<file path="src/rtl/fetch_pkg.sv">
// -----------------------------------------------------------------------------
// fetch_pkg
//
// Shared definitions for the instruction-fetch front end:
//   DEFAULT_XLEN / DEFAULT_ILEN   default PC and instruction widths
//   INSTR_BYTES                   bytes per instruction (PC step)
//   DEFAULT_RESET_VECTOR          default PC after reset
//   fetch_entry_t                 {pc, instr} pair at the default widths
//   word_align()                  clears the byte-offset bits of an address
// -----------------------------------------------------------------------------
package fetch_pkg;

    localparam int DEFAULT_XLEN = 32;
    localparam int DEFAULT_ILEN = 32;
    localparam int INSTR_BYTES  = 4;

    localparam logic [DEFAULT_XLEN-1:0] DEFAULT_RESET_VECTOR = '0;

    typedef struct packed {
        logic [DEFAULT_XLEN-1:0] pc;
        logic [DEFAULT_ILEN-1:0] instr;
    } fetch_entry_t;

    // Clears the low-order byte-offset bits so the result is instruction aligned.
    function automatic logic [DEFAULT_XLEN-1:0] word_align(input logic [DEFAULT_XLEN-1:0] addr);
        return addr & ~DEFAULT_XLEN'(INSTR_BYTES - 1);
    endfunction

endpackage

</file>
<file path="src/rtl/fetch_fifo.sv">
// -----------------------------------------------------------------------------
// fetch_fifo
//
// Synchronous FIFO holding fetched {pc, instr} entries between the fetch
// stage and decode. The head entry is read straight from registered storage,
// so the consumer sees a glitch-free value that is stable until popped.
//
// Parameters:
//   FIFO_DEPTH  number of entries, power of two, >= 2
//   entry_t     stored entry type
//
// Ports:
//   clk    rising-edge clock
//   rst_n  synchronous active-low reset (control state only)
//   push   write din at the tail this edge
//   pop    remove the head entry this edge
//   flush  discard every entry this edge; wins over push and pop
//   din    entry to write
//   full   count == FIFO_DEPTH
//   empty  count == 0
//   count  occupied entries
//   head   oldest entry (undefined while empty)
// -----------------------------------------------------------------------------
module fetch_fifo
    import fetch_pkg::*;
#(
    parameter int  FIFO_DEPTH = 4,
    parameter type entry_t    = fetch_entry_t
) (
    input  logic                          clk,
    input  logic                          rst_n,
    input  logic                          push,
    input  logic                          pop,
    input  logic                          flush,
    input  entry_t                        din,
    output logic                          full,
    output logic                          empty,
    output logic [$clog2(FIFO_DEPTH):0]   count,
    output entry_t                        head
);

    localparam int AW = $clog2(FIFO_DEPTH);

    entry_t          mem [FIFO_DEPTH];
    logic [AW-1:0]   wr_ptr;
    logic [AW-1:0]   rd_ptr;
    logic [AW:0]     count_r;
    logic            do_push;
    logic            do_pop;

    // Depth is a power of two, so the count MSB alone marks "full".
    assign full  = count_r[AW];
    assign empty = (count_r == '0);
    assign count = count_r;
    assign head  = mem[rd_ptr];

    // Never pop an empty FIFO; a push on a full FIFO is only legal alongside a pop.
    assign do_pop  = pop & ~empty;
    assign do_push = push & (~full | do_pop);

    always_ff @(posedge clk) begin
        if (!rst_n || flush) begin
            wr_ptr  <= '0;
            rd_ptr  <= '0;
            count_r <= '0;
        end else begin
            if (do_push) begin
                wr_ptr <= wr_ptr + 1'b1;
            end
            if (do_pop) begin
                rd_ptr <= rd_ptr + 1'b1;
            end
            case ({do_push, do_pop})
                2'b10:   count_r <= count_r + 1'b1;
                2'b01:   count_r <= count_r - 1'b1;
                default: count_r <= count_r;
            endcase
        end
    end

    // Storage is data only; stale contents are never visible because the
    // pointers and count are cleared on reset and flush.
    always_ff @(posedge clk) begin
        if (do_push && !flush) begin
            mem[wr_ptr] <= din;
        end
    end

endmodule

</file>
<file path="src/rtl/fetch_unit.sv">
// -----------------------------------------------------------------------------
// fetch_unit
//
// Instruction-fetch front end. Owns the program counter, issues one aligned
// address per cycle to a combinational-read instruction memory, buffers the
// fetched {pc, instr} pairs and presents them to decode over valid/ready.
// A redirect loads a new PC and flushes the buffer; reset overrides redirect.
//
// Optional build macro:
//   FETCH_BYPASS_EN  when defined, an instruction fetched while the buffer is
//                    empty is presented to decode in the same cycle; if decode
//                    accepts it the entry is not written into the buffer.
//
// Parameters:
//   XLEN          PC / address width
//   ILEN          instruction width
//   RESET_VECTOR  PC after reset (multiple of 4)
//   FIFO_DEPTH    fetch buffer entries (power of two, >= 2)
//
// Ports:
//   clk             rising-edge clock
//   rst_n           synchronous active-low reset
//   redirect_valid  load redirect_pc and flush the buffer at this edge
//   redirect_pc     new fetch address, low two bits ignored
//   imem_addr       fetch address (current PC)
//   imem_req        a fetch is issued this cycle
//   imem_instr      combinational read data for imem_addr
//   out_valid       out_pc / out_instr hold a valid entry
//   out_ready       decode accepts the presented entry
//   out_pc          PC of the presented instruction (0 when nothing valid)
//   out_instr       presented instruction (0 when nothing valid)
//   fifo_count      occupied buffer entries
// -----------------------------------------------------------------------------
module fetch_unit
    import fetch_pkg::*;
#(
    parameter int              XLEN         = DEFAULT_XLEN,
    parameter int              ILEN         = DEFAULT_ILEN,
    parameter logic [XLEN-1:0] RESET_VECTOR = XLEN'(DEFAULT_RESET_VECTOR),
    parameter int              FIFO_DEPTH   = 4
) (
    input  logic                          clk,
    input  logic                          rst_n,
    input  logic                          redirect_valid,
    input  logic [XLEN-1:0]               redirect_pc,
    output logic [XLEN-1:0]               imem_addr,
    output logic                          imem_req,
    input  logic [ILEN-1:0]               imem_instr,
    output logic                          out_valid,
    input  logic                          out_ready,
    output logic [XLEN-1:0]               out_pc,
    output logic [ILEN-1:0]               out_instr,
    output logic [$clog2(FIFO_DEPTH):0]   fifo_count
);

    typedef struct packed {
        logic [XLEN-1:0] pc;
        logic [ILEN-1:0] instr;
    } entry_t;

    logic [XLEN-1:0] fetch_pc;
    logic [XLEN-1:0] redirect_target;
    entry_t          push_entry;
    entry_t          head;
    logic            fifo_full;
    logic            fifo_empty;
    logic            fifo_push;
    logic            fifo_pop;
    logic            head_pop;

    assign imem_addr       = fetch_pc;
    assign redirect_target = redirect_pc & ~XLEN'(INSTR_BYTES - 1);
    assign push_entry      = '{pc: fetch_pc, instr: imem_instr};

    // Decode takes the buffered head. A full buffer still accepts a fetch when
    // the head leaves in the same cycle, which keeps one instr/cycle flowing.
    assign head_pop = ~fifo_empty & out_ready;
    assign imem_req = ~redirect_valid & (~fifo_full | head_pop);

`ifdef FETCH_BYPASS_EN
    logic bypass_hit;

    // With an empty buffer the fetched word is forwarded straight to decode.
    assign bypass_hit = fifo_empty & imem_req;

    always_comb begin
        out_valid = ~fifo_empty | bypass_hit;
        out_pc    = '0;
        out_instr = '0;
        if (!fifo_empty) begin
            out_pc    = head.pc;
            out_instr = head.instr;
        end else if (bypass_hit) begin
            out_pc    = fetch_pc;
            out_instr = imem_instr;
        end
    end

    // A forwarded word that decode accepts is consumed and never buffered.
    assign fifo_push = imem_req & ~(bypass_hit & out_ready);
    assign fifo_pop  = head_pop;
`else
    always_comb begin
        out_valid = ~fifo_empty;
        out_pc    = '0;
        out_instr = '0;
        if (!fifo_empty) begin
            out_pc    = head.pc;
            out_instr = head.instr;
        end
    end

    assign fifo_push = imem_req;
    assign fifo_pop  = head_pop;
`endif

    // Program counter: reset beats redirect, redirect beats sequential fetch.
    // The increment wraps naturally at 2^XLEN.
    always_ff @(posedge clk) begin
        if (!rst_n) begin
            fetch_pc <= RESET_VECTOR;
        end else if (redirect_valid) begin
            fetch_pc <= redirect_target;
        end else if (imem_req) begin
            fetch_pc <= fetch_pc + XLEN'(INSTR_BYTES);
        end
    end

    // Fetch buffer; a redirect flushes it, including an entry popped this cycle.
    fetch_fifo #(
        .FIFO_DEPTH (FIFO_DEPTH),
        .entry_t    (entry_t)
    ) u_fifo (
        .clk   (clk),
        .rst_n (rst_n),
        .push  (fifo_push),
        .pop   (fifo_pop),
        .flush (redirect_valid),
        .din   (push_entry),
        .full  (fifo_full),
        .empty (fifo_empty),
        .count (fifo_count),
        .head  (head)
    );

endmodule
</file>
<file path="config.mk">
export PLATFORM = sky130hd
export DESIGN_NAME = fetch_unit
export DESIGN_NICKNAME = d
export VERILOG_FILES = /design/src/rtl/fetch_pkg.sv /design/src/rtl/fetch_fifo.sv /design/src/rtl/fetch_unit.sv
export SDC_FILE = /design/constraint.sdc
export NUM_CORES = 1
export LEC_CHECK = 0
export BUFFER_PORTS_ARGS = -buffer_cell sky130_fd_sc_hd__buf_2
export CAP_MARGIN = 20
export CELL_PAD_IN_SITES_DETAIL_PLACEMENT = 0
export CELL_PAD_IN_SITES_GLOBAL_PLACEMENT = 1
export CORE_MARGIN = 3
export CORE_UTILIZATION = 25
export DETAILED_ROUTE_END_ITERATION = 8
export PLACE_DENSITY = 0.44
export RECOVER_POWER = 100
export SYNTH_ARGS = -nofsm -noshare
export SYNTH_HDL_FRONTEND = slang
export SYNTH_SLANG_ARGS = --single-unit
export TNS_END_PERCENT = 20
</file>
<file path="constraint.sdc">
create_clock -name clk -period 6.4 [get_ports clk]
set_input_delay 0.96 -clock clk [delete_from_list [all_inputs] [get_ports clk]]
set_output_delay 0.96 -clock clk [all_outputs]
set_load 0.1 [all_outputs]
</file>
# ---- Word-level counts from Yosys, hierarchy flattened
# Memory sizes are Yosys's and may differ from the RTL's. A register that Yosys moved wholly into a read port is not among the register bits.
# Cells that the tools add are included.
dict set report op_classes {
  eq_ne 2
  n_mux 9
  bitwise_logic 10
  reduce_logical 8
  addsub 5
}
# op n
set op_table {}
lappend op_table {{$mux 32} 4}
lappend op_table {{$add 32x3->32 const B} 1}
lappend op_table {{$pmux 3 s2} 1}
lappend op_table {{$add 2x1->2 const B} 2}
lappend op_table {{$and 1x1->1} 4}
lappend op_table {{$mux 2} 2}
lappend op_table {{$not 1->1} 4}
lappend op_table {{$reduce_bool 2->1} 2}
lappend op_table {{$add 3x1->3 const B} 1}
lappend op_table {{$logic_not 3->1} 1}
lappend op_table {{$sub 3x1->3 const B} 1}
lappend op_table {{$eq 2x1->1 const B} 1}
lappend op_table {{$eq 2x2->1 const B} 1}
lappend op_table {{$logic_not 1->1} 2}
lappend op_table {{$mux 1} 2}
lappend op_table {{$or 1x1->1} 2}
lappend op_table {{$reduce_or 2->1} 1}
lappend op_table {{$logic_and 1x1->1} 1}
lappend op_table {{$logic_or 1x1->1} 1}
dict set report totals {
  mem_bits_rw 256
  word_cells 40
  regBits 39
  mem_count 1
  input_bits 68
  output_inout_bits 101
}
# memory words word_bits rd rd_clocked_by_memory_dff wr line_no
set memory_table {}
lappend memory_table {u_fifo.mem 4 64 1 1 1 fetch_fifo.sv:44} ;# entry_t mem [FIFO_DEPTH];

# ---- Depth between registers and ports, before layout
# Gate-level depths: netlist of run 1.
dict set report logic_depth {
  ltp_word 9
  depth_mapped 9
  depth_no_buf 8
}

# ---- Cells and area by module
# From an unflattened synthesis of run 1, not the netlist that was laid out.
dict set report hier_totals {
  cells_unflattened 702
  area_unflattened_um2 12129.1
}
# mod cells_per_inst seq_area_each_um2 area_per_inst_um2 n_inst
set by_module_without_submodules {}
lappend by_module_without_submodules {fetch_fifo 389 7867.5 9791.9 1}
lappend by_module_without_submodules {fetch_unit 313 600.6 2337.2 1}

# ---- Worst setup path after synthesis of run 1
# No wires, ideal clock.
dict set report synth_timing {
  path_kind {register to output}
  start {reg u_fifo.count_r[0] (netlist: u_fifo.count[0])}
  end {out out_instr[22]}
  t_required_ps 5440
  arrival_time_ps 3338
  path_stages_with_launch 5
  path_buffers 2
  setup_slack_ps 2102
  cell_sequence {dfxtp_1 > or3_2 > clkbuf_1 > clkbuf_1 > and2_1}
}
dict set report synth_between {
  elab_chain_len 2
}
# item line_no
set synth_lines {}
lappend synth_lines {{start: declaration} fetch_fifo.sv:47} ;# logic [AW:0] count_r;
lappend synth_lines {{start signal: assignment} fetch_fifo.sv:74} ;# 2'b10: count_r <= count_r + 1'b1;
lappend synth_lines {{start signal: assignment} fetch_fifo.sv:75} ;# 2'b01: count_r <= count_r - 1'b1;
lappend synth_lines {{start signal: assignment} fetch_fifo.sv:76} ;# default: count_r <= count_r;
lappend synth_lines {{$logic_not 3->1} fetch_fifo.sv:53} ;# assign empty = (count_r == '0);
lappend synth_lines {{$mux 32} fetch_unit.sv:107} ;# if (!fifo_empty) begin
lappend synth_lines {{end: declaration} fetch_unit.sv:52} ;# output logic [ILEN-1:0] out_instr,
# No other way between the ends.

==> results of run 1 <==
worst min-delay path by stage:
stage	from	to	slack (ps)	cells after the start
after floorplan	u_fifo.wr_ptr[1]	u_fifo.wr_ptr[1]	460	2
after global placement	u_fifo.wr_ptr[1]	u_fifo.wr_ptr[1]	490	2
after detailed placement	u_fifo.wr_ptr[1]	u_fifo.wr_ptr[1]	490	2
after CTS	u_fifo.wr_ptr[1]	u_fifo.wr_ptr[1]	500	2
after global routing	u_fifo.wr_ptr[1]	u_fifo.wr_ptr[1]	520	2
final	u_fifo.wr_ptr[1]	u_fifo.wr_ptr[1]	500	2
worst min-delay path, delay by kind of cell (launching register included):
kind	cells	cell delay (ps)
and+or+nand+nor	1	60
DFF	1	340
AOI/OAI and AO/OA	1	50
metrics by stage:
step	hold slack [ps]	setup WS, ps	cell area, sq um
after floorplan	464.7	2102	11530
after global placement	491.9	3014	13000
after detailed placement	491.1	3012	13000
after CTS	498.8	2417	14100
after global routing	520.6	1272	13910
final	497.3	1755	13910
where the power goes:
group	leakage [uW]	switching [uW]	internal (uW)
clock network	0.000542	766	1140
logic	0.00137	418	97.9
registers	0.00262	51.1	2100
cell families after synthesis:
kind of cell,after synthesis,share of synthesized area
other,1,0.0003255
DFF,287,0.7142
AOI/OAI and AO/OA,51,0.02509
xor gates and xnor gates,33,0.02509
buffers and inverters,43,0.01759
adders and majority gates,7,0.008254
and+or+nand+nor,161,0.08732
muxes,63,0.1221
routing by layer:
metal,share of wire,vias up
met3,0.053,48
met4,0.021,2
li1,-,2857
met5,0.00024,-
met2,0.45,169
met1,0.47,3232
state kept, by name, summed over array words and instances (netlist names), named ones only:
signal         cells
u_fifo.wr_ptr      2
u_fifo.rd_ptr      2
u_fifo.mem       248
u_fifo.count       3
imem_addr         30
cell usage in the layout, fill, tap and decap left out, types with 8 or more instances in the layout:
cell type    n
xnor2_1     18
nor2_1       9
clkbuf_16   37
xor2_1      15
a21oi_1     19
and2_1      66
clkbuf_1   120
mux4_2      62
buf_2       52
nand4_1      9
nand2_1     24
dfxtp_1     37
and3_1       8
o21ai_0     25
nand3_1     10
edfxtp_1   248
cell type report:
| type | instances | area share |
|---|---|---|
| Sequential cell | 287 | 0.5919 |
| Multi-Input combinational cell | 319 | 0.2217 |
| Clock buffer | 45 | 0.06871 |
| Tap cell | 600 | 0.05396 |
| Timing Repair Buffer | 171 | 0.05252 |
| Clock inverter | 17 | 0.01016 |
| Inverter | 4 | 0.001079 |
==> results.json, run 1 <==
{
  "crit_chain": "clkbuf_1 -> mux4_2 -> and2_1 -> buf_2",
  "vias": 6308,
  "yosys-top-cells-count": "248 x edfxtp_1, 69 x and2_1, 62 x mux4_2",
  "synth_edf_count": 248,
  "use_met2": 0.1889,
  "grt_pass1_wl_mm": 44.22,
  "synth_area_leaders": "edfxtp_1 65%, mux4_2 12%, dfxtp_1 6.8%, and2_1 3.7%, xnor2_1 1.4%",
  "syn2layout_area_growth_pct": 20.78,
  "syn_area_sq_mm": 0.01152,
  "critical_path.startpoint_type": "register",
  "clk_pin_slew_ps": 50,
  "skew_ps": 16.79,
  "die_area_sq_mm": 0.04869,
  "post_cts_resized": 0,
  "vdd_drop_max_mv": 0.1651,
  "placementRows": 78,
  "synth_cell_types": 42,
  "relSlewSlack": -0.6834,
  "layout.cells.non_filler": 1443,
  "grt_max_degree": 45,
  "ys.flop_type": "edfxtp_1",
  "regArea_sq_mm": 0.008235,
  "die_w_um": 220.7,
  "portBuffers": 162,
  "grt-busiest-layer": "met2",
  "async_flop_share": 0,
  "cp_max_fo": 24,
  "p_leak_uw": 0.004532,
  "synth-warning-count": 0,
  "cp.arrival_ps": 3690,
  "drv_cap": 4,
  "fin_tns_setup_ps": 0,
  "worst_setup_path_end_kind": "output pin",
  "core_sq_mm": 0.04548,
  "min_period_ps": 4645,
  "htree_levels": 2,
  "dp.cells": 1381,
  "reg2regPathDepth": 5,
  "vias_per_cell": 4.371,
  "max_freq_ghz": 0.2153,
  "cp_slowest_cell": "clkbuf_1",
  "path_class": "reg -> out",
  "antenna_found_initial": 2,
  "finalNetCount": 894,
  "netlist_instances": 646,
  "cp.depth": 4,
  "dp_hpwl_mm": 17.64,
  "rsz0062_at_grt": "no",
  "cts_tree": "done",
  "seq_area_frac_synth": 0.7142,
  "cp.required_ps": 5440,
  "wire_per_inst_um": 20.50,
  "num-fill-cells": 4602,
  "setup_viol": 0,
  "clockBufferDepth": 3,
  "hp-class": "reg -> reg",
  "power.density_mw_per_mm2": 328.9,
  "gp_congestion": 0.6738,
  "crit_buf_inv": 2,
  "numCtsBuffers": 36,
  "postSynthRegisterBits": 287,
  "antenna_left": 0,
  "grt_pass1_vias": 6692,
  "clkSinkCount": 287,
  "post_cts_buffers": 0,
  "drc_errors": 0,
  "drt-initial-drc-count": 261,
  "status": "complete, but fails checks",
  "violations": "capacitance limit, slew limit",
  "gr-total-overflow": 0,
  "yosysTopAreaCell": "edfxtp_1",
  "multi_input_area_sq_mm": 0.003084,
  "endpoint": "out_instr[3]",
  "die_h_um": 220.7,
  "synth_top_area_share": 0.6465,
  "reg2reg_from": "imem_addr[2]",
  "syn_area_per_cell_sq_um": 17.83,
  "drt_wl_total_mm": 29.58,
  "tightest_slew_ps": 2502,
  "fin_crit_sh": 0.7258,
  "yosysMostFrequentCell": "edfxtp_1",
  "clkLatencyLatePin_ps": 540,
  "start_util": 0.2533,
  "ioPinCount": 169,
  "diodes": 0,
  "slew_violations": 116,
  "met3_usage": 0.02637,
  "first_pass_iters": 4,
  "slowest_delay_ps": 1290,
  "r2r-end": "imem_addr[19]",
  "cts_root_buf": "clkbuf_16",
  "critPathTopFamily": "buffers and inverters",
  "finish.utilization": 0.3059,
  "track_usage": 0.1230,
  "r2r_slack_ps": 2820,
  "total_power_uw": 4577,
  "ctsHoldBuffers": 0,
  "use_met1": 0.1743,
  "hold_viol": 0,
  "drive_gt1_frac": 0.2171
}
Power figures use the tool's default switching activity.
==> run 2: changes to the inputs <==
--- a/config.mk
+++ b/config.mk
@@ -12,7 +12,7 @@
 export CORE_MARGIN = 3
 export CORE_UTILIZATION = 25
 export DETAILED_ROUTE_END_ITERATION = 8
-export PLACE_DENSITY = 0.44
+export PLACE_DENSITY = 0.45
 export RECOVER_POWER = 100
 export SYNTH_ARGS = -nofsm -noshare
 export SYNTH_HDL_FRONTEND = slang
==> constraint.sdc (replaced) <==
create_clock -name clk -period 4 [get_ports clk]
set_input_delay 0.6 -clock clk [delete_from_list [all_inputs] [get_ports clk]]
set_output_delay 0.6 -clock clk [all_outputs]
set_load 0.1 [all_outputs]
==> results.json, run 2 (same netlist as run 1, synthesis figures left out) <==
{
  "route.met3.wl_mm": 1.698,
  "antenna_found_initial": 0,
  "violations": "capacitance limit, slew limit",
  "setup_viol": 0,
  "cts_tree": "done",
  "die_w_um": 220.7,
  "cp.arrival_ps": 2870,
  "dp_hpwl_mm": 17.72,
  "drv_cap": 5,
  "portBuffers": 162,
  "hp-class": "in -> reg",
  "drc_errors": 0,
  "htree_levels": 2,
  "ctsHoldBuffers": 0,
  "drive_gt1_frac": 0.2436,
  "grt_max_degree": 64,
  "crit_chain": "or3_2 -> buf_4 -> and2_1 -> clkbuf_1",
  "worst_setup_path_end_kind": "output pin",
  "slowest_delay_ps": 870,
  "vias_per_cell": 4.311,
  "p_leak_uw": 0.004630,
  "post_cts_buffers": 0,
  "path_class": "reg -> out",
  "vdd_drop_max_mv": 0.1793,
  "numCtsBuffers": 36,
  "clkLatencyLatePin_ps": 540,
  "cp_max_fo": 63,
  "finalNetCount": 901,
  "tightest_slew_ps": 2100,
  "fin_tns_setup_ps": 0,
  "die_h_um": 220.7,
  "start_util": 0.2533,
  "critPathTopFamily": "buffers and inverters",
  "grt_pass1_wl_mm": 43.90,
  "r2r-end": "u_fifo.mem[2][29]",
  "layout_commonest_cell": "edfxtp_1",
  "total_power_uw": 7426,
  "skew_ps": 22.65,
  "antenna_left": 0,
  "status": "complete, but fails checks",
  "clkSinkCount": 287,
  "first_pass_iters": 6,
  "core_sq_mm": 0.04548,
  "cp.depth": 4,
  "reg2regPathDepth": 3,
  "cts_root_buf": "clkbuf_16",
  "track_usage": 0.1226,
  "top_register": "u_fifo.mem",
  "diodes": 0,
  "wl_met1_mm": 13.52,
  "reg2reg_from": "u_fifo.count[2]",
  "fin_crit_sh": 0.8674,
  "hold_viol": 0,
  "vias": 6268,
  "clockBufferDepth": 3,
  "largest_register_ffs": 248,
  "max_freq_ghz": 0.2882,
  "critical_path.startpoint_type": "register",
  "crit_buf_inv": 2,
  "topRoutingLayerUsed": "met4",
  "gp_congestion": 0.6789,
  "placementRows": 78,
  "relSlewSlack": -0.4001,
  "startpoint": "u_fifo.count[0]",
  "r2r_slack_ps": 620,
  "die_area_sq_mm": 0.04869,
  "grt_pass1_vias": 6820,
  "min_period_ps": 3470,
  "ioPinCount": 169,
  "wl_met2_mm": 13.55,
  "drt-initial-drc-count": 257,
  "power.density_mw_per_mm2": 527.0,
  "cp.required_ps": 3400,
  "final_cell_mix": "248 x edfxtp_1, 105 x clkbuf_1, 65 x and2_1, 62 x mux4_2, 42 x buf_2",
  "post_cts_resized": 0,
  "clk_pin_slew_ps": 50,
  "endpoint": "out_pc[17]",
  "syn2layout_area_growth_pct": 22.31,
  "wire_per_inst_um": 20.21,
  "num-fill-cells": 4626,
  "rsz0062_at_grt": "no",
  "cp_slowest_cell": "clkbuf_1",
  "gr-total-overflow": 0,
  "slew_violations": 131,
  "drt_wl_total_mm": 29.38
}
==> run 2: cell count changes in the layout (fill, tap and decap cells not counted), moves of 2 or more <==
| cell | change |
|---|---|
| clkinv_2 | +2 |
| clkinv_1 | +3 |
| clkbuf_2 | +23 |
| clkbuf_1 | -15 |
| buf_12 | +5 |
| buf_2 | -10 |
==> run 2: worst min path at each step <==
stage,from,end,slack (ps),depth (start not counted)
after floorplan,u_fifo.wr_ptr[1],u_fifo.wr_ptr[1],460,2
after global placement,u_fifo.rd_ptr[1],register,500,2
after detailed placement,u_fifo.wr_ptr[1],u_fifo.wr_ptr[1],500,2
after CTS,imem_instr[7],u_fifo.mem[1][7],240,1
after global routing,redirect_pc[3],imem_addr[3],260,2
final,redirect_pc[3],imem_addr[3],300,2
==> run 2: routing by layer <==
layer  GRT usage  vias to the layer above
met5           0                        -
met4     0.03434                        0
met3     0.03529                       39
met2      0.1918                      143
met1      0.1671                     3201
li1            -                     2885
==> run 2: final cells by class <==
cell class | instances | area, sq um | share of cell area
Sequential cell | 287 | 8235 | 0.5845
Multi-Input combinational cell | 319 | 3092 | 0.2194
Clock buffer | 42 | 944.7 | 0.06705
Timing Repair Buffer | 178 | 854.6 | 0.06065
Tap cell | 600 | 750.7 | 0.05328
Clock inverter | 24 | 197.7 | 0.01403
Inverter | 4 | 15.01 | 0.001066
==> run 2: power by group <==
| group | switching (uW) | internal [uW] | total, uW |
|---|---|---|---|
| combinational | 672 | 163 | 835 |
| clock | 1260 | 1890 | 3150 |
| sequential | 77.8 | 3370 | 3450 |
| total | 2010 | 5420 | 7430 |
==> run 2: per-stage QoR <==
| stage | cell area (sq um) | utilization | worst slack, ps | hold WS [ps] | instances |
|---|---|---|---|---|---|
| after floorplan | 11530 | - | 61.67 | 464.7 | 649 |
| after detailed placement | 13130 | 0.2887 | 1306 | 501.4 | 1388 |
| final | 14090 | 0.3098 | 530.3 | 295.0 | 1454 |
| after global placement | 13130 | 0.2887 | 1306 | 497.1 | 1388 |
| after global routing | 14090 | 0.3098 | 321.7 | 258.4 | 1454 |
| after CTS | 14270 | 0.3138 | 698.4 | 237.1 | 1454 |
==> run 3: changes to the inputs <==
--- a/config.mk
+++ b/config.mk
@@ -12,7 +12,7 @@
 export CORE_MARGIN = 3
 export CORE_UTILIZATION = 25
 export DETAILED_ROUTE_END_ITERATION = 8
-export PLACE_DENSITY = 0.45
+export PLACE_DENSITY = 0.44
 export RECOVER_POWER = 100
 export SYNTH_ARGS = -nofsm -noshare
 export SYNTH_HDL_FRONTEND = slang
==> constraint.sdc (replaced) <==
create_clock -name clk -period 3.6 [get_ports clk]
set_input_delay 0.54 -clock clk [delete_from_list [all_inputs] [get_ports clk]]
set_output_delay 0.54 -clock clk [all_outputs]
set_load 0.1 [all_outputs]
==> results.json, run 3 (same netlist as run 1, synthesis figures left out) <==
{
  "finish.utilization": 0.3108,
  "hold_viol": 0,
  "final_cell_mix": "248 x edfxtp_1, 83 x clkbuf_1, 72 x buf_2, 62 x mux4_2, 43 x and2_0",
  "fin_tns_setup_ps": 0,
  "path_class": "reg -> out",
  "antenna_found_initial": 2,
  "cp.required_ps": 3060,
  "layout_commonest_cell": "edfxtp_1",
  "die_area_sq_mm": 0.04869,
  "critical_path.startpoint_type": "register",
  "core_sq_mm": 0.04548,
  "post_cts_resized": 0,
  "hp-class": "in -> reg",
  "cts_root_buf": "clkbuf_16",
  "portBuffers": 162,
  "power.density_mw_per_mm2": 584.1,
  "cp.arrival_ps": 2620,
  "vdd_drop_max_mv": 0.2441,
  "endpoint": "out_pc[27]",
  "syn2layout_area_growth_pct": 22.70,
  "dp_hpwl_mm": 18.48,
  "antenna_left": 0,
  "grt_pass1_wl_mm": 43.96,
  "rsz0062_at_grt": "no",
  "grt_max_degree": 64,
  "status": "complete, but fails checks",
  "track_usage": 0.1225,
  "top_register": "u_fifo.mem",
  "holdWs_ps": 234.8,
  "vias_per_cell": 4.343,
  "tightest_slew_ps": 1598,
  "setup_viol": 0,
  "drv_cap": 2,
  "die_w_um": 220.7,
  "r2r_slack_ps": 530,
  "drt_wl_total_mm": 29.80,
  "placementRows": 78,
  "fin_area_sq_mm": 0.01413,
  "drc_errors": 0,
  "drive_gt1_frac": 0.2769,
  "gr-total-overflow": 0,
  "min_period_ps": 3156,
  "start_util": 0.2533,
  "r2r-end": "u_fifo.mem[2][25]",
  "die_h_um": 220.7,
  "skew_ps": 23.37,
  "worst_setup_path_end_kind": "output pin",
  "slew_violations": 25,
  "vias": 6323,
  "diodes": 0,
  "grt_pass1_vias": 6732,
  "ioPinCount": 169,
  "clkSinkCount": 287,
  "cts_tree": "done",
  "finalNetCount": 904,
  "clkLatencyLatePin_ps": 530,
  "total_power_uw": 8257,
  "largest_register_ffs": 248,
  "gp_congestion": 0.6665,
  "violations": "capacitance limit, slew limit",
  "placedInstanceArea_sq_mm": 0.01316,
  "post_cts_buffers": 0,
  "startpoint": "u_fifo.count[2]",
  "wire_per_inst_um": 20.47,
  "reg2reg_from": "u_fifo.count[2]",
  "ctsHoldBuffers": 0,
  "first_pass_iters": 4,
  "fin_crit_sh": 0.8767,
  "clockBufferDepth": 3,
  "drt-initial-drc-count": 258,
  "relSlewSlack": -0.06566,
  "max_freq_ghz": 0.3169,
  "reg2regPathDepth": 3,
  "htree_levels": 2,
  "clk_pin_slew_ps": 60,
  "cp_max_fo": 63,
  "numCtsBuffers": 37,
  "num-fill-cells": 4583,
  "p_leak_uw": 0.004712
}
-- run 3: changes by cell type in the layout (fill, tap and decap cells not counted), sizes merged --
cell	before	now
buf	54	79
clkbuf	166	150
clkinv	19	14
bufinv	3	2
inv	5	4
-- run 3: layout make-up --
class	count	area, sq um	area share
repair buffers	180	894.6	0.06329
flip-flops and latches	287	8235	0.5826
well taps	600	750.7	0.05311
clock buffers	49	1013	0.07170
inverters	4	15.01	0.001062
multi-input cells	319	3089	0.2186
clock inverters	17	136.4	0.009649
-- run 3: worst min path at each step --
stage,startpoint,to,cells after the start
floorplan,u_fifo.wr_ptr[1],u_fifo.wr_ptr[1],2
global placement,u_fifo.wr_ptr[1],u_fifo.wr_ptr[1],2
detailed placement,u_fifo.wr_ptr[1],u_fifo.wr_ptr[1],2
CTS,imem_instr[6],u_fifo.mem[2][6],1
global route,redirect_pc[3],imem_addr[3],2
finish,redirect_pc[8],imem_addr[8],2
-- run 3: critical path: stages (launching register included) --
cell and delay (ps):
dfxtp_1 340, or3_2 490, clkbuf_4 520, and2_1 320, clkbuf_2 380
-- run 3: report_power, final --
part           switching [uW]  internal (uW)  leakage, uW
Clock                    1370           2120     0.000567
Combinational             750            186      0.00152
Sequential               83.8           3740      0.00262
Total                    2210           6050      0.00471
-- run 3: stage by stage --
| step | std cells | worst slack [ps] |
|---|---|---|
| CTS | 1456 | 384.5 |
| floorplan | 649 | 87.54 |
| detailed placement | 1390 | 989.8 |
| finish | 1456 | 444.0 |
| global placement | 1390 | 991.5 |
| global route | 1456 | 227.8 |
-- run 3: layer usage --
| metal | GRT usage | wire [um] |
|---|---|---|
| met1 | 0.1652 | 13460 |
| met2 | 0.1965 | 14120 |
| met3 | 0.03406 | 1666 |
| met4 | 0.03050 | 552 |
| met5 | 0 | 10 |
